$ cat src/rtl/mem_arb_pkg.sv
// Shared types and constants for the unified-memory arbiter of the multicycle core.
package mem_arb_pkg;

  localparam int DEF_ADDR_W  = 32;
  localparam int DEF_DATA_W  = 32;
  localparam int MEM_LAT_MIN = 1;
  localparam int MEM_LAT_MAX = 15;
  localparam int CNT_W       = 4;

  typedef enum logic [1:0] {
    IDLE  = 2'd0,
    ISSUE = 2'd1,
    WAIT  = 2'd2,
    DONE  = 2'd3
  } arb_state_t;

  typedef enum logic {
    CORE = 1'b0,
    EXT  = 1'b1
  } owner_t;

  // Value loaded into the wait counter so WAIT lasts exactly lat cycles.
  function automatic logic [CNT_W-1:0] lat_load(input int lat);
    return CNT_W'(lat - 1);
  endfunction

endpackage

$ cat src/rtl/mem_arb_rr.sv
// Two-way round-robin picker: a lone requester wins, a tie goes to the one not granted last.
module mem_arb_rr
  import mem_arb_pkg::*;
(
  input  logic   i_core_req,
  input  logic   i_ext_req,
  input  owner_t i_last_grant,
  output owner_t o_grant,
  output logic   o_valid
);

  always_comb begin
    o_valid = i_core_req | i_ext_req;
    o_grant = CORE;
    if (i_core_req && i_ext_req)
      o_grant = (i_last_grant == CORE) ? EXT : CORE;
    else if (i_ext_req)
      o_grant = EXT;
  end

endmodule

$ cat src/rtl/mem_arbiter.sv
// Arbitrates the core and external port onto one fixed-latency memory port.
// Optional MEM_ARB_STALL_CNT_EN adds a saturating count of core stall cycles caused by EXT.
module mem_arbiter
  import mem_arb_pkg::*;
#(
  parameter int ADDR_W  = DEF_ADDR_W,
  parameter int DATA_W  = DEF_DATA_W,
  parameter int MEM_LAT = 1
) (
  input  logic              clk,
  input  logic              rst_n,
  input  logic              core_req,
  input  logic              core_we,
  input  logic [ADDR_W-1:0] core_addr,
  input  logic [DATA_W-1:0] core_wdata,
  output logic [DATA_W-1:0] core_rdata,
  output logic              core_ready,
  output logic              core_stall,
  input  logic              ext_req,
  input  logic              ext_we,
  input  logic [ADDR_W-1:0] ext_addr,
  input  logic [DATA_W-1:0] ext_wdata,
  output logic [DATA_W-1:0] ext_rdata,
  output logic              ext_ack,
`ifdef MEM_ARB_STALL_CNT_EN
  output logic [31:0]       stall_cycles,
`endif
  output logic              mem_en,
  output logic              mem_we,
  output logic [ADDR_W-1:0] mem_addr,
  output logic [DATA_W-1:0] mem_wdata,
  input  logic [DATA_W-1:0] mem_rdata
);

  localparam logic [CNT_W-1:0] LAT_LOAD = lat_load(MEM_LAT);

  arb_state_t        r_state;
  arb_state_t        w_next_state;
  owner_t            r_owner;
  owner_t            r_last_grant;
  owner_t            w_gnt;
  logic              w_gnt_vld;
  logic [CNT_W-1:0]  r_cnt;
  logic              r_mem_we;
  logic [ADDR_W-1:0] r_mem_addr;
  logic [DATA_W-1:0] r_mem_wdata;
  logic [DATA_W-1:0] r_core_rdata;
  logic [DATA_W-1:0] r_ext_rdata;

  mem_arb_rr u_rr (
    .i_core_req  (core_req),
    .i_ext_req   (ext_req),
    .i_last_grant(r_last_grant),
    .o_grant     (w_gnt),
    .o_valid     (w_gnt_vld)
  );

  always_ff @(posedge clk or negedge rst_n) begin
    if (!rst_n) r_state <= IDLE;
    else        r_state <= w_next_state;
  end

  always_comb begin
    w_next_state = r_state;
    mem_en       = 1'b0;
    core_ready   = 1'b0;
    ext_ack      = 1'b0;
    case (r_state)
      IDLE:  if (w_gnt_vld) w_next_state = ISSUE;
      ISSUE: begin
        mem_en       = 1'b1;
        w_next_state = WAIT;
      end
      WAIT:  if (r_cnt == '0) w_next_state = DONE;
      DONE: begin
        core_ready   = (r_owner == CORE);
        ext_ack      = (r_owner == EXT);
        w_next_state = IDLE;
      end
      default: w_next_state = IDLE;
    endcase
  end

  always_ff @(posedge clk or negedge rst_n) begin
    if (!rst_n) begin
      r_owner      <= CORE;
      r_last_grant <= EXT;
      r_cnt        <= '0;
      r_mem_we     <= 1'b0;
      r_mem_addr   <= '0;
      r_mem_wdata  <= '0;
      r_core_rdata <= '0;
      r_ext_rdata  <= '0;
    end else begin
      case (r_state)
        IDLE: if (w_gnt_vld) begin
          r_owner      <= w_gnt;
          r_last_grant <= w_gnt;
          r_mem_we     <= (w_gnt == EXT) ? ext_we    : core_we;
          r_mem_addr   <= (w_gnt == EXT) ? ext_addr  : core_addr;
          r_mem_wdata  <= (w_gnt == EXT) ? ext_wdata : core_wdata;
        end
        ISSUE: r_cnt <= LAT_LOAD;
        WAIT: begin
          if (r_cnt == '0) begin
            // Writes leave both read-data registers untouched.
            if (!r_mem_we) begin
              if (r_owner == CORE) r_core_rdata <= mem_rdata;
              else                 r_ext_rdata  <= mem_rdata;
            end
          end else begin
            r_cnt <= r_cnt - 1'b1;
          end
        end
        default: ;
      endcase
    end
  end

  assign core_stall = core_req & ~core_ready;
  assign mem_we     = r_mem_we;
  assign mem_addr   = r_mem_addr;
  assign mem_wdata  = r_mem_wdata;
  assign core_rdata = r_core_rdata;
  assign ext_rdata  = r_ext_rdata;

`ifdef MEM_ARB_STALL_CNT_EN
  logic [31:0] r_stall_cycles;
  logic        w_ext_owned;

  // In IDLE the pending grant decides ownership; otherwise the latched owner.
  assign w_ext_owned = (r_state == IDLE) ? (w_gnt_vld && (w_gnt == EXT))
                                         : (r_owner == EXT);

  always_ff @(posedge clk or negedge rst_n) begin
    if (!rst_n)
      r_stall_cycles <= '0;
    else if (core_stall && w_ext_owned && (r_stall_cycles != '1))
      r_stall_cycles <= r_stall_cycles + 32'd1;
  end

  assign stall_cycles = r_stall_cycles;
`endif

endmodule

$ cat config.mk
export PLATFORM = sky130hd
export DESIGN_NAME = mem_arbiter
export DESIGN_NICKNAME = d
export VERILOG_FILES = /design/src/rtl/mem_arb_pkg.sv /design/src/rtl/mem_arb_rr.sv /design/src/rtl/mem_arbiter.sv
export SDC_FILE = /design/constraint.sdc
export NUM_CORES = 1
export LEC_CHECK = 0
export ABC_AREA = 1
export BUFFER_PORTS_ARGS = -buffer_cell sky130_fd_sc_hd__buf_2
export CORE_ASPECT_RATIO = 0.8
export CORE_UTILIZATION = 37
export CTS_BUF_LIST = sky130_fd_sc_hd__clkbuf_4 sky130_fd_sc_hd__clkbuf_8
export DETAILED_ROUTE_END_ITERATION = 16
export PLACE_DENSITY = 0.67
export SYNTH_ARGS = -nofsm -noshare
export SYNTH_HDL_FRONTEND = slang
export SYNTH_HIERARCHICAL = 1
export SYNTH_SLANG_ARGS = --single-unit
$ cat constraint.sdc
create_clock -name clk -period 4.3 [get_ports clk]
set_input_delay 0 -clock clk [delete_from_list [all_inputs] [get_ports clk]]
set_output_delay 0 -clock clk [all_outputs]
set_load 0.02 [all_outputs]
==> results.yml <==
status:
  status: "finished clean"
sta:
  max-slew-margin-rel_pct: 28.0
  setup_viol: 0
  fmax_mhz: 366
  worst_slew_pin_slew_ns: 1.08
  finalHoldViolCount: 0
  fin_tns_setup_ns: 0
  slew_violations: 0
  finalCritPeriodShare_pct: 63.5
  rsz0062_at_grt: "no"
  skew_ns: 0.0114
  fin_crit_ns: 2.73
die:
  rows: 42
  die_w_um: 148
  fp.coreArea_mm2: 0.0166
  dieArea_mm2: 0.0175
  start_util_pct: 37.9
  dieHeight_um: 118
  io_pins: 299
logic_synthesis:
  synth-edff-count: 0
  ys_ff_latch: 137
  synth_cells: 660
  synth-async-reset-ratio_pct: 100
  yosysSeqAreaShare_pct: 54.7
  synth_cell_types: 26
  syn_area_per_cell_um2: 9.50
  ys.warnings.count: 6
  syn_area_mm2: 0.00627
  synth.net_count: 832
  synth_ff_type: "dfrtp_1"
power:
  ir_drop_uv: 372
  pwr_density_cell_mw_per_mm2: 758
  leakagePower_nw: 4.86
  power_w: 0.00751
run:
  drv_cap: 0
drt:
  vias: 6289
  vias_per_cell: 4.70
  wl_per_cell_um: 14.9
  routed_wl_um: 19900
  firstDrtPassIters: 5
  first_iter_violations: 316
  ant_nets: 0
  drt_drc_violations_left: 0
cts:
  cts_resized: 0
  postCtsSetupBuffers: 0
  cts_sinks: 137
  path_clk_slew_ns: 0.08
  cts_buffer_depth: 2
  postCtsHoldBufs: 163
  clkLatencyLatePin_ns: 0.43
  clk_root_buffer_cell: "clkbuf_8"
  cts.htree.levels: 4
  cts_tree: "done"
  cts_buffers: 17
critical_path:
  end_kind: "flop"
  path_buf_inv: 4
  cpMaxStageDelayCell: "inv_2"
  slowest_delay_ns: 0.61
  crit_chain: "inv_1, ha_1, nand2_2, inv_2, buf_4, nor2_1, a21oi_1, dlygate4sd3_1"
  cp_max_fo: 48
  crit_type: "flop to flop"
  critPathLaunchType: "flop"
  crit_family: "buffers and inverters"
  arrival_ns: 3.10
  required_ns: 4.67
worst_hold_path:
  hp-class: "input port to flop"
grt:
  grt_antenna_before_repair: 0
  gr-total-overflow: 0
  grt_util_all_layers_pct: 23.1
  grt_max_degree: 103
  grt_pass1_wl_um: 31800
  grt_pass1_vias: 6297
cells_and_area:
  final_nets: 1277
  num_antenna_cells: 0
  drive_above_1_share_pct: 41.9
  syn_to_final_growth_pct: 58.0
  layout_commonest_cell: "buf_2"
  mostFrequentLayoutCells: "buf_2, dlygate4sd3_1, dfrtp_1"
placement:
  io_buffers: 298
  dpl.hpwl_um: 11700
  gp_congestion: 0.788
==> final cells by class <==
type	instances	area (um^2)
Fill cell	1424	6650
Sequential cell	137	3430
Timing Repair Buffer	467	3170
Multi-Input combinational cell	436	2390
Clock buffer	22	290
Tap cell	220	275
Inverter	46	175
Clock inverter	10	164
==> state kept, by name, summed over array words and instances (netlist names) <==
name          count
r_cnt             4
mem_addr         32
mem_we            1
r_owner           1
r_last_grant      1
core_rdata       32
ext_rdata        32
mem_wdata        32
r_state           2
==> worst min-delay path: cells and delay by family <==
kind | cells | cell delay [ns]
buf+inv | 2 | 0.12
simple gates | 4 | 0.31
==> synthesized netlist by cell type, types with 2 or more instances <==
cell / number / area, um^2
a21oi_1: 131 / 656
buf_2: 17 / 85.1
buf_4: 3 / 22.5
buf_6: 13 / 146
clkbuf_1: 7 / 26.3
dfrtp_1: 136 / 3400
ha_1: 6 / 75.1
inv_1: 43 / 161
inv_2: 2 / 7.51
nand2_1: 90 / 338
nand2_2: 57 / 357
nand3_1: 4 / 20.0
nand3_4: 2 / 35.0
nor2_1: 69 / 259
nor2_2: 2 / 12.5
o21ai_0: 5 / 25.0
o21ai_2: 64 / 561
==> path summary, 6_finish.rpt <==
kind / startpoint / to / slack (ns) / depth (start not counted)
max: r_state[1] / mem_wdata[18] / 1.57 / 8
min: ext_req / r_state[1] / 0.04 / 6
max reg2reg: r_state[1] / mem_wdata[18] / 1.57 / 8
min reg2reg: core_rdata[30] / core_rdata[30] / 0.48 / 2
max in group asynchronous: rst_n / mem_addr[25] / 2.97 / 3
min in group asynchronous: rst_n / core_rdata[5] / 0.22 / 2
==> cells by family (layout without fill, tap and decap cells) <==
logic type	Yosys count	after routing	share of synthesized area [%]
compound gates	202	202	20.0
buf+inv	87	545	7.32
simple gates	227	227	16.6
flops	137	137	54.7
fa+ha+maj	6	6	1.20
xor+xnor	1	1	0.140
==> routing by layer <==
layer | vias to the layer above | wire length [um] | GRT usage (%)
li1 | 3039 | - | -
met1 | 2925 | 8330 | 28.8
met2 | 288 | 9710 | 37.8
met4 | 0 | 552 | 9.28
met3 | 37 | 1310 | 6.41
met5 | - | 0 | 0
==> power breakdown <==
group          total (W)  internal (W)  switching (W)
Clock            0.00121      0.000695       0.000514
Sequential       0.00235       0.00195       0.000402
Combinational    0.00394       0.00168        0.00226
==> through the flow <==
| step | hold WS (ns) | worst slack (ns) | std cells | area [um^2] | utilization, % |
|---|---|---|---|---|---|
| 2_1_floorplan | -0.296 | 2.94 | 660 | 6270 | - |
| 3_3_place_gp | 0.177 | 2.01 | 1143 | 7820 | 47.2 |
| 3_5_place_dp | 0.181 | 1.94 | 1143 | 7820 | 47.2 |
| 4_1_cts | 0.00603 | 1.61 | 1338 | 9900 | 59.8 |
| 5_1_grt | 0.0389 | 1.38 | 1338 | 9900 | 59.8 |
| 6_report | 0.0357 | 1.57 | 1338 | 9900 | 59.8 |
No activity file was read; power rests on OpenSTA's default activity.
